### config.mk
export PLATFORM = sky130hd
export DESIGN_NAME = alu_serial_ctrl
export DESIGN_NICKNAME = d
export VERILOG_FILES = /design/src/rtl/alu_serial_ctrl.sv
export SDC_FILE = /design/constraint.sdc
export NUM_CORES = 1
export LEC_CHECK = 0
export CAP_MARGIN = 30
export CORE_MARGIN = 4
export CORE_UTILIZATION = 35
export DETAILED_ROUTE_END_ITERATION = 16
export GPL_TIMING_DRIVEN = 0
export SYNTH_ARGS = -nofsm -noshare
export SYNTH_HDL_FRONTEND = slang
export SYNTH_SLANG_ARGS = --single-unit
### constraint.sdc
create_clock -name clk -period 5.25 [get_ports clk]
set_input_delay 1.3125 -clock clk [delete_from_list [all_inputs] [get_ports clk]]
set_output_delay 1.3125 -clock clk [all_outputs]
set_load 0.02 [all_outputs]
### src/rtl/alu_serial_ctrl.sv
// Bit-serial sequencer driving an external 1-bit ALU slice, LSB first, for WIDTH cycles.
// Optional macro SLT_OVF_FIX_EN: overflow-corrected signed compare for SLT.
module alu_serial_ctrl #(
    parameter int unsigned WIDTH = 32
) (
    input  logic             clk,
    input  logic             rst_n,
    input  logic             start,
    input  logic [2:0]       signal,
    input  logic [WIDTH-1:0] dataA,
    input  logic [WIDTH-1:0] dataB,
    output logic             busy,
    output logic             done,
    output logic [WIDTH-1:0] dataOut,
    output logic             zero,
    output logic             slice_a,
    output logic             slice_b,
    output logic [2:0]       slice_signal,
    output logic             slice_cin,
    input  logic             slice_dout,
    input  logic             slice_cout
);

    localparam int unsigned CNT_W = (WIDTH > 1) ? $clog2(WIDTH) : 1;

    localparam logic [2:0] OP_AND = 3'b000;
    localparam logic [2:0] OP_OR  = 3'b001;
    localparam logic [2:0] OP_ADD = 3'b010;
    localparam logic [2:0] OP_SUB = 3'b110;
    localparam logic [2:0] OP_SLT = 3'b111;

    typedef enum logic [1:0] {
        S_IDLE = 2'd0,
        S_RUN  = 2'd1,
        S_DONE = 2'd2
    } state_t;

    state_t             r_state;
    state_t             w_state_nxt;
    logic               w_accept;
    logic               w_last;
    logic [2:0]         w_op_legal;
    logic               w_set;
    logic [WIDTH-1:0]   w_res_final;
    logic [WIDTH-1:0]   w_result;

    logic [WIDTH-1:0]   r_a;
    logic [WIDTH-1:0]   r_b;
    logic [WIDTH-2:0]   r_res;
    logic [2:0]         r_op;
    logic               r_carry;
    logic [CNT_W-1:0]   r_cnt;
    logic               r_busy;
    logic               r_done;
    logic [WIDTH-1:0]   r_dout;
    logic               r_zero;
`ifdef SLT_OVF_FIX_EN
    logic               r_cin_msb;
`endif

    assign busy    = r_busy;
    assign done    = r_done;
    assign dataOut = r_dout;
    assign zero    = r_zero;

    assign w_last = (r_state == S_RUN) && (r_cnt == CNT_W'(WIDTH - 1));

    // Unsupported op codes fall back to ADD
    always_comb begin
        w_op_legal = OP_ADD;
        case (signal)
            OP_AND, OP_OR, OP_ADD, OP_SUB, OP_SLT: w_op_legal = signal;
            default:                               w_op_legal = OP_ADD;
        endcase
    end

    always_comb begin
        w_state_nxt = r_state;
        w_accept    = 1'b0;
        case (r_state)
            S_IDLE: begin
                if (start) begin
                    w_accept    = 1'b1;
                    w_state_nxt = S_RUN;
                end
            end
            S_RUN: begin
                if (w_last) begin
                    w_state_nxt = S_DONE;
                end
            end
            S_DONE: begin
                if (start) begin
                    w_accept    = 1'b1;
                    w_state_nxt = S_RUN;
                end else begin
                    w_state_nxt = S_IDLE;
                end
            end
            default: w_state_nxt = S_IDLE;
        endcase
    end

    always_comb begin
        slice_a      = 1'b0;
        slice_b      = 1'b0;
        slice_signal = 3'b000;
        slice_cin    = 1'b0;
        if (r_state == S_RUN) begin
            slice_a      = r_a[0];
            slice_b      = r_b[0];
            slice_signal = r_op;
            slice_cin    = r_carry;
        end
    end

    // Result bits enter at the MSB and shift down, so after WIDTH bits bit 0 is the first one computed
    assign w_res_final = {slice_dout, r_res};

`ifdef SLT_OVF_FIX_EN
    assign w_set = slice_dout ^ r_cin_msb ^ slice_cout;
`else
    assign w_set = slice_dout;
`endif

    assign w_result = (r_op == OP_SLT) ? {{(WIDTH-1){1'b0}}, w_set} : w_res_final;

    always_ff @(posedge clk) begin
        if (!rst_n) begin
            r_state <= S_IDLE;
            r_busy  <= 1'b0;
            r_done  <= 1'b0;
            r_a     <= '0;
            r_b     <= '0;
            r_res   <= '0;
            r_op    <= 3'b000;
            r_carry <= 1'b0;
            r_cnt   <= '0;
            r_dout  <= '0;
            r_zero  <= 1'b1;
        end else begin
            r_state <= w_state_nxt;
            r_busy  <= (w_state_nxt == S_RUN);
            r_done  <= (w_state_nxt == S_DONE);
            if (w_accept) begin
                r_a     <= dataA;
                r_b     <= dataB;
                r_op    <= w_op_legal;
                r_carry <= w_op_legal[2];
                r_cnt   <= '0;
            end else if (r_state == S_RUN) begin
                r_a     <= r_a >> 1;
                r_b     <= r_b >> 1;
                r_res   <= w_res_final[WIDTH-1:1];
                r_carry <= slice_cout;
                if (w_last) begin
                    r_dout <= w_result;
                    r_zero <= (w_result == '0);
                end else begin
                    r_cnt <= r_cnt + CNT_W'(1);
                end
            end
        end
    end

`ifdef SLT_OVF_FIX_EN
    // Carry out of bit WIDTH-2 is the carry into the MSB
    always_ff @(posedge clk) begin
        if (!rst_n) begin
            r_cin_msb <= 1'b0;
        end else if ((r_state == S_RUN) && (r_cnt == CNT_W'(WIDTH - 2))) begin
            r_cin_msb <= slice_cout;
        end
    end
`endif

endmodule

After elaboration in Yosys (flattened, before gate mapping)
Cells that the tools add are included.

word-level totals
  bits in registers = 141
  bits in latches = 0
  bits of input ports = 72
  bits in read-only memories = 0
  memories = 0
  bits in writable memories = 0

operators by class
  shifts and indexed selects = 0
  reductions and logical operators = 11
  bitwise gates (word level) = 3
  multiply operators = 0
  equal/unequal tests = 10
  div/mod/pow operators = 0
  multiplexer cells = 18
  magnitude comparators = 0
  $add $sub $neg = 1

operators with widths
  kind                                           number
  two-way mux 32 bit                             5
  logical NOT 32 bit                             1
  == test 3 bit, second input constant           3
  two-way mux 1 bit                              8
  two-way mux 3 bit                              2
  case mux 2 bit (3 select lines)                1
  adder 5 x 1 -> 5 bit, second input constant    1
  == test 5 bit, second input constant           1
  OR reduction 5 bit                             1
  == test 2 x 1 -> 1 bit, second input constant  2
  == test 2 bit, second input constant           2
  two-way mux 2 bit                              2
  AND reduction 2 bit                            2
  OR reduction 2 bit                             2
  == test 3 x 1 -> 1 bit, second input constant  1
  == test 3 x 2 -> 1 bit, second input constant  1
  logical NOT 3 bit                              1
  NOT 1 bit                                      3
  AND reduction 3 bit                            1
  logical NOT 2 bit                              1
  nonzero test 2 bit                             1
  logical AND 1 bit                              1

Logic depth before layout (Yosys ltp)
  depth in word-level cells = 5
  gate-level depth with buffers = 8

Worst setup path before layout
OpenSTA, ideal clock, no wires.

  path type = register to output
  start point = reg r_state[0]
  end point = out slice_a
  stages on the path, launching flop included = 4
  arrival time = 1.039 ns
  data required time = 3.938 ns
  setup slack = 2.898 ns
  cell sequence = dfxtp_1 > and2b_1 > clkbuf_1 > and2_1

on the way
  cells in the longest elaborated chain, start to end = 2

RTL lines
  what                      line  source
  start: declaration        38    state_t r_state;
  start signal: assignment  142   r_state <= w_state_nxt;
  == test 2 x 1 -> 1 bit    109   if (r_state == S_RUN) begin
  two-way mux 1 bit         109
  end: declaration          16    output logic slice_a,

No other way between the ends.

Final worst setup path
  start point = reg r_state[0]
  end point = out slice_signal[2]

on the way
  cells in the longest elaborated chain, start to end = 2

RTL lines
  what                    line  source
  == test 2 x 1 -> 1 bit  109
  two-way mux 3 bit       109
  end: declaration        18    output logic [2:0] slice_signal,

No other way between the ends.

==> run metrics <==
Clock H-tree levels=4; multiplexer share of the synthesized area=0; total wire length=14.26 mm; critical path's slowest cell=clkdlybuf4s50_1; switching share of power=0.2351; Clk pin slew, worst setup/hold paths=0.06 ns; clock root buffer=clkbuf_16; clk sinks=141; met3 Use GR=0.08028; power share of the clock group=0.441; grt peak-use layer=met2; async set-reset flop share out of synthesis=0; Int Power=1.866 mW; worst rel slew slack=0.6412; CP max FO=10; Most used DFF post-synth=dfxtp_1; Synth Area in Simple Gates=0.1643; DRC=0; Ports=113; hold_buf cts=0; number of buffers created by CTS=17; final setup vio count=0; post-synth cell types=32; post-synthesis cell count=607; DR vias=4,804; vias in the first global route=4,599; port bufs=112; Placed Area=6690 sq um; global-route wire length before repair=23.08 mm; grt ovf=0; compound-cell area share of the yosys netlist=0.2482; worst vdd ir=0.0002328 V; Syn Area/Cell=8.796 sq um; Finished Core Util=0.4895; Starting Density=0.3619; worst skew pair latency=0.42 ns; Clock Path Buffers=2; Post-Synth XOR/XNOR Area=0.006562; Worst setup EP type=primary output; minimum clock period=3.628 ns; synth warn=0; Initial DRC Count=377; largest net degree at the start of global routing=17; CTS tree=yes; DP HPWL=10.46 mm; Crit Path Class=flip-flop to primary output; biggest cell delay along the critical path=0.62 ns; status=finished, final reports clean; post-route clock skew=0.006542 ns; Worst Path Arrival=2.32 ns; Hold WS=0.4536 ns; GRT Total Usage=0.1639; PwrDens=337.9 nW/um^2; CP top delay family=buffers and inverters; number of setup buffers added after CTS=0; Antenna Cells=0; synth-to-layout area growth=35.27%; EDFF count, synth=0; cts repair resizes=0; fin. max-slew vios=0; share of total power in combinational logic=0.095; grt met2 use=0.2539; worst-path cell chain=and2b_1 > clkbuf_1 > and2_1 > clkdlybuf4s50_1; CP Launch Type=flip-flop; core area=14,750 sq um; RePlAce Congestion=0.8451; Crit path buffers/inverters=2; Mapped Nets=681; worst slew pin tran=0.5382 ns; die width=131.5 microns; Max-Cap Viols=0; DRT Pass-1 Iters=5; setup TNS=0 ns; main combinational cell family by area after synthesis=compound AO/OA/AOI/OAI gates; worst hold path type=flip-flop to flip-flop; initial antenna violation count=1; die area=17,290 sq um; post-route cell area=7222 sq um; synthesis-stage register bit count=141; Seq/Total Area, Yosys=0.5287; Die Y=131.5 microns; switching power=573.7 uW; Final Cycle Share=0.6911; row count=44; grt met1 use=0.2015; Achievable Freq=275.6 MHz; data required time at the worst endpoint=3.94 ns; total leakage power=2.587 nW; drt wl/cell=15.25 microns; Synth Area in Adders=0.004687; Final Hold Viols=0; register share of total power=0.464; Nets=812; RSZ-0062 raised after global routing=no; layout cell share with drive strength beyond 1=0.07856; Cell Area, Synth=5339 sq um; Routed Antenna Nets=0; routed vias/inst=5.138
cells in the mapped netlist, types with 2 or more instances:
cell type | number | share of area
xnor2_1 | 2 | 0.0033
nor2b_1 | 2 | 0.0023
nand2_1 | 135 | 0.095
and3_1 | 2 | 0.0023
a21boi_0 | 15 | 0.021
buf_4 | 9 | 0.013
a21oi_1 | 65 | 0.061
nand4_1 | 3 | 0.0035
dfxtp_1 | 141 | 0.53
a22oi_1 | 95 | 0.13
nor2_1 | 42 | 0.030
nor4_1 | 7 | 0.0082
nand3_1 | 3 | 0.0028
ha_1 | 2 | 0.0047
clkbuf_1 | 23 | 0.016
nor3_1 | 3 | 0.0028
and2_1 | 6 | 0.0070
nand2b_1 | 2 | 0.0023
a21boi_1 | 19 | 0.027
buf_2 | 17 | 0.016
xor2_1 | 2 | 0.0033
o21ai_0 | 2 | 0.0019
final cells by class:
type,count,area (sq um)
fillers,1401,7532
flip-flops and latches,141,2823
multi-input cells,415,2262
repair buffers,112,1121
clock buffers,24,491.7
plain buffers,50,250.2
well taps,184,230.2
clock inverters,8,40.04
inverters,1,3.754
stage by stage:
step / setup WS, ns / power (mW) / std cells
2_1_floorplan: 2.898 / 1.281 / 607
3_3_place_gp: 2.053 / 1.379 / 903
3_5_place_dp: 2.025 / 1.386 / 903
4_1_cts: 1.558 / 2.464 / 935
5_1_grt: 1.464 / 2.536 / 935
6_report: 1.622 / 2.440 / 935
kinds of logic after synthesis:
group	count (synthesis)
compound gates	199
xor+xnor	4
fa+ha+maj	2
buf+inv	51
flops	141
simple gates	210
placed cells by master (no fill, tap or decap), drive strengths merged:
cell type	netlist	final
a21boi	34	34
nand4	3	3
a22oi	95	95
xnor2	2	2
ha	2	2
clkbuf	23	47
o21ai	2	2
a31oi	1	1
and2	6	6
nor3	3	3
nand2	135	135
nor3b	2	2
nand2b	2	2
clkinv	0	8
o21a	1	1
buf	27	27
nor2b	2	2
nand3b	1	1
xor2	2	2
a21oi	65	65
nand3	3	3
o211ai	1	1
and2b	1	1
inv	1	1
and3	2	2
clkdlybuf4s50	0	112
nor2	43	43
dfxtp	141	141
nor4	7	7
power by group through the flow:
stage          logic (mW)  clock network [mW]  registers [mW]
4_1_cts             0.233                1.10            1.13
3_3_place_gp        0.226                   0            1.15
5_1_grt             0.257                1.14            1.14
2_1_floorplan       0.131                   0            1.15
6_report            0.231                1.08            1.13
3_5_place_dp        0.232                   0            1.15
layer usage:
metal	share of wire	wire length, microns
met1	0.45	6417
met2	0.45	6423
met3	0.081	1157
met4	0.017	237
met5	0.0013	18
worst reg2reg max path, cell delays in order, from the launching register on:
cell,delay (ns)
dfxtp_1,0.37
ha_1,0.18
and3_1,0.16
ha_1,0.25
nand3b_2,0.25
nor2_1,0.32
buf_2,0.29
a22oi_1,0.10
nor2_1,0.11
flip-flops by register name (all words and copies together), names as in the netlist:
| signal | count |
|---|---|
| busy | 1 |
| dataOut | 32 |
| done | 1 |
| r_a | 32 |
| r_b | 32 |
| r_carry | 1 |
| r_cnt | 5 |
| r_op | 3 |
| r_res | 31 |
| r_state | 2 |
| zero | 1 |
worst paths after layout:
kind | startpoint | end | slack (ns) | depth (start not counted)
worst min register to register | r_b[7] | r_b[7] | 0.45 | 2
worst min-delay path | r_b[7] | r_b[7] | 0.45 | 2
worst max register to register | r_cnt[0] | dataOut[27] | 3.15 | 8
worst max-delay path | r_state[0] | slice_signal[2] | 1.62 | 4
(Power assumes the default switching activity.)
==> RTL change 1 (same settings) <==
Remove the register `r_done`: a continuous assignment takes its place, so the output `done` follows one clock earlier.
--- a/src/rtl/alu_serial_ctrl.sv
+++ b/src/rtl/alu_serial_ctrl.sv
@@ -131,3 +131,2 @@
             r_busy  <= 1'b0;
-            r_done  <= 1'b0;
             r_a     <= '0;
@@ -143,3 +142,2 @@
             r_busy  <= (w_state_nxt == S_RUN);
-            r_done  <= (w_state_nxt == S_DONE);
             if (w_accept) begin
@@ -165,2 +163,4 @@
 
+    assign r_done = (w_state_nxt == S_DONE);
+
 `ifdef SLT_OVF_FIX_EN
Behaviour: no difference found for any inputs over 10 cycles, from zero or initial values and one cycle with rst_n low; that may be too few to reach the edited logic, so the function may still have changed.
==> RTL change 1 against the unedited design <==
Synthesized cell count decreased by 0.33%. Synthesized area is 0.82% lower. Largest power group is now the clock network. First-iteration DRC count fell by 1.9%. Sequential share of layout area decreased by 0.48 points. Sequential cell count fell by 1. Setup slack worse by 0.24 ns. Core utilization rose by 0.44 points. Critical endpoint unchanged. Register-to-register slack worse by 0.08 ns. Critical path depth is 1 higher. Design area grew 0.52%. Hold slack lost 0.0053 ns. Routed wire length decreased by 1.8%. Clock power up 14%. Power rose by 6.0%.
==> RTL change 1: results <==
export IMPL_drtAntennaViolNets=0
export IMPL_grt_pass1_vias=4712
export IMPL_crit_fanout=10
export IMPL_outcome="finished clean"
export IMPL_dpl_instance_area_mm2=0.00665
export IMPL_synth_warnings=0
export IMPL_synth_distinct_cells=30
export IMPL_met3WireLength_um=937
export IMPL_synth_common_cells="dfxtp_1, nand2_1, a22oi_1"
export IMPL_cp_slowest_cell="clkdlybuf4s50_1"
export IMPL_grt_max_degree=17
export IMPL_grt_pass1_wl_um=22500
export IMPL_synth_seq_area_share_pct=52.9
export IMPL_drive_above_1_share_pct=7.49
export IMPL_worst_pin_slew_ns=0.518
export IMPL_max_stage_delay_ns=0.62
export IMPL_netlist_top_cells_area="dfxtp_1, a22oi_1, nand2_1"
export IMPL_placedCellCount=901
export IMPL_vias_per_cell=5.19
export IMPL_top_layer="met4"
export IMPL_clkTransAtPathRegs_ns=0.06
export IMPL_place_congestion=0.839
export IMPL_dr_pass1_iters=7
export IMPL_cts_buffers_inserted=17
export IMPL_syn_avg_cell_area_um2=8.75
export IMPL_post_cts_resized=0
export IMPL_clock_path_buffers=2
export IMPL_drt_wl_total_um=14000
export IMPL_grt_total_usage_pct=16.7
export IMPL_synth_ff_type="dfxtp_1"
export IMPL_synthXorXnorAreaFrac_pct=0.662
export IMPL_peakVddDrop_uv=225
export IMPL_vias=4833
export IMPL_htreeDepth=4
export IMPL_drt_met1_wl_um=6260
export IMPL_post_cts_setup_buffers=0
export IMPL_wl_met2_um=6540
export IMPL_syn_num_nets=679
export IMPL_drtIter0Drc=370
export IMPL_synth_compound_area_share_pct=25.1
export IMPL_hpwlAfterDp_um=10500
export IMPL_nNetsFinal=810
export IMPL_arrival_ns=2.56
export IMPL_yosys_area_share_adder_pct=0.473
export IMPL_async_flop_share_pct=0
export IMPL_min_path_type="reg2reg"
export IMPL_antenna_found_initial=0
export IMPL_io_buffers=112
export IMPL_leakage_nw=2.63
export IMPL_synthMuxAreaShare_pct=0
export IMPL_clock_skew_ns=0.00777
[RTL change 1: final timing paths]
check                        start                  endpoint  slack [ns]  cells after the start
max          r_state[0]$_SDFF_PN0_           slice_signal[2]        1.38                      5
min            r_b[0]$_SDFFE_PN0P_       r_b[0]$_SDFFE_PN0P_        0.45                      2
max reg2reg  r_cnt[0]$_SDFFE_PP0P_  dataOut[25]$_SDFFE_PN0P_        3.07                      8
min reg2reg    r_b[0]$_SDFFE_PN0P_       r_b[0]$_SDFFE_PN0P_        0.45                      2
[RTL change 1: worst max-delay path, delay by kind of cell, from the launching register on]
kind          cells  cell delay [ns]
buf+inv           3             1.32
simple gates      2             0.44
flops             1             0.39
[RTL change 1: layout make-up]
cell class,instances,area (um^2)
Multi-Input combinational cell,413,2250
Inverter,2,7.51
Buffer,50,235
Clock inverter,6,108
Timing Repair Buffer,112,1120
Tap cell,184,230
Sequential cell,140,2800
Clock buffer,25,505
Fill cell,1391,7440
[RTL change 1: power breakdown]
| part | switching [mW] | internal [mW] |
|---|---|---|
| Sequential | 0.0214 | 1.10 |
| Clock | 0.427 | 0.807 |
| Combinational | 0.121 | 0.108 |
| Total | 0.570 | 2.02 |
[RTL change 1: per-stage QoR]
stage	hold WS (ns)	setup slack, ns
finish	0.448	1.38
global route	0.468	1.21
CTS	0.452	1.36
detailed placement	0.444	1.81
global placement	0.438	1.84
floorplan	0.430	2.66
[RTL change 1: logic make-up after synthesis]
| family | Yosys count |
|---|---|
| AO/OA/AOI/OAI | 199 |
| AND/OR/NAND/NOR | 208 |
| flip-flops | 140 |
| buffers and inverters | 52 |
| XOR/XNOR | 4 |
| adder cells (fa/ha/maj) | 2 |
[RTL change 1: metal layers]
layer  track usage [%]  vias up
li1                  -     2395
met1              20.3     2277
met2              27.2      139
met3              6.30       22
met4              5.51        0
met5                 0        -
==> RTL change 2 (same settings) <==
Made on the original files. The option `SLT_OVF_FIX_EN` is turned on by a define.
--- a/src/rtl/alu_serial_ctrl.sv
+++ b/src/rtl/alu_serial_ctrl.sv
@@ -2,2 +2,4 @@
 // Optional macro SLT_OVF_FIX_EN: overflow-corrected signed compare for SLT.
+`define SLT_OVF_FIX_EN
+
 module alu_serial_ctrl #(
Behaviour: same outputs for any inputs over 10 cycles, from zero or initial values and one cycle with rst_n low; that may be too few to reach the edited logic, so the function may still have changed.
==> RTL change 2 against the unedited design <==
Global-route usage rose by 0.40 points. Die area rose by 8.6%. Synthesized area rose by 9.2%. Power rose by 7.8%. Design area rose by 8.0%. Sequential cell count rose by 1. Clock power rose by 10%. Critical path depth rose by 1. Non-clock buffer count rose by 5. Setup slack got worse by 0.14 ns. Count of clock-buffer cells in the layout fell by 7. Routed wire length rose by 9.8%. Critical path type unchanged. Largest cell class unchanged.
==> RTL change 2: results <==
export IMPL_synth_compound_area_share_pct=20.4
export IMPL_met3WireLength_um=1000
export IMPL_holdWs_ns=0.470
export IMPL_grt_pass1_vias=5028
export IMPL_arrival_ns=2.46
export IMPL_relSlewSlack_pct=63.4
export IMPL_netlist_instances=667
export IMPL_grt_met1_usage_pct=20.3
export IMPL_clock_path_buffers=2
export IMPL_synth_ff_type="dfxtp_1"
export IMPL_final_cells=1026
export IMPL_num_antenna_cells=0
export IMPL_synth_common_cells="nand2_1, dfxtp_1, nand3_1"
export IMPL_cellPowerDensity_mw_per_mm2=337
export IMPL_grt_pass1_wl_um=24800
export IMPL_placedCellCount=994
export IMPL_cts_buffers_inserted=17
export IMPL_rrSetupSlack_ns=3.13
export IMPL_hp_start="r_b[15]$_SDFFE_PN0P_"
export IMPL_clockPowerShare_pct=45.2
export IMPL_synthXorXnorAreaFrac_pct=0.901
export IMPL_worstReg2RegEnd="dataOut[23]$_SDFFE_PN0P_"
export IMPL_leakage_nw=3.17
export IMPL_nNetsFinal=872
export IMPL_drive_above_1_share_pct=8.15
export IMPL_whs_endpoint="r_b[15]$_SDFFE_PN0P_"
export IMPL_pg_comb_mw=0.285
export IMPL_clock_skew_ns=0.00595
export IMPL_peakVddDrop_uv=224
export IMPL_hpwlAfterDp_um=11700
export IMPL_cts_root_buf="clkbuf_16"
export IMPL_synthMuxAreaShare_pct=0.343
export IMPL_synth_distinct_cells=36
export IMPL_netlist_top_cells_area="dfxtp_1, nand2_1, o211a_1"
export IMPL_clkTransAtPathRegs_ns=0.06
export IMPL_vias_per_cell=5.11
export IMPL_min_path_type="reg2reg"
export IMPL_grt_use_met3_pct=5.04
export IMPL_syn_num_nets=742
export IMPL_drt_met1_wl_um=6890
export IMPL_r2r_worst_path_cells=7
export IMPL_place_congestion=0.789
export IMPL_post_cts_resized=0
export IMPL_wl_met2_um=7410
export IMPL_io_buffers=111
export IMPL_dp_slack_ns=1.98
export IMPL_wl_per_cell_um=15.3
export IMPL_drtIter0Drc=272
export IMPL_r2r_start="r_cnt[0]$_SDFFE_PP0P_"
export IMPL_async_flop_share_pct=0
export IMPL_dpl_instance_area_mm2=0.00721
export IMPL_synth_seq_area_share_pct=48.8
export IMPL_yosys_area_share_adder_pct=0.644
export IMPL_p_sw_share_pct=25.2
export IMPL_grt_max_degree=17
export IMPL_grtUsageMet2_pct=27.8
export IMPL_holdPathStages=2
export IMPL_outcome="finished clean"
export IMPL_grt_total_usage_pct=16.8
-- RTL change 2: area by class of cell --
type	count	area [um^2]
fill	1522	8320
sequential	142	2840
multi-input combinational	468	2720
timing repair buffer	111	1110
clock buffer	17	425
tap	216	270
buffer	56	265
clock inverter	15	163
inverter	1	3.75
-- RTL change 2: worst max path at each step --
stage | start | to | slack, ns | cells past startpoint
2_1_floorplan | r_state[0]$_SDFF_PN0_ | slice_a | 2.84 | 4
3_5_place_dp | r_state[0]$_SDFF_PN0_ | slice_cin | 1.98 | 5
3_3_place_gp | r_state[0]$_SDFF_PN0_ | slice_b | 1.97 | 5
5_1_grt | r_state[0]$_SDFF_PN0_ | slice_a | 1.36 | 5
6_report | r_state[0]$_SDFF_PN0_ | slice_b | 1.48 | 5
4_1_cts | r_state[0]$_SDFF_PN0_ | slice_b | 1.50 | 5
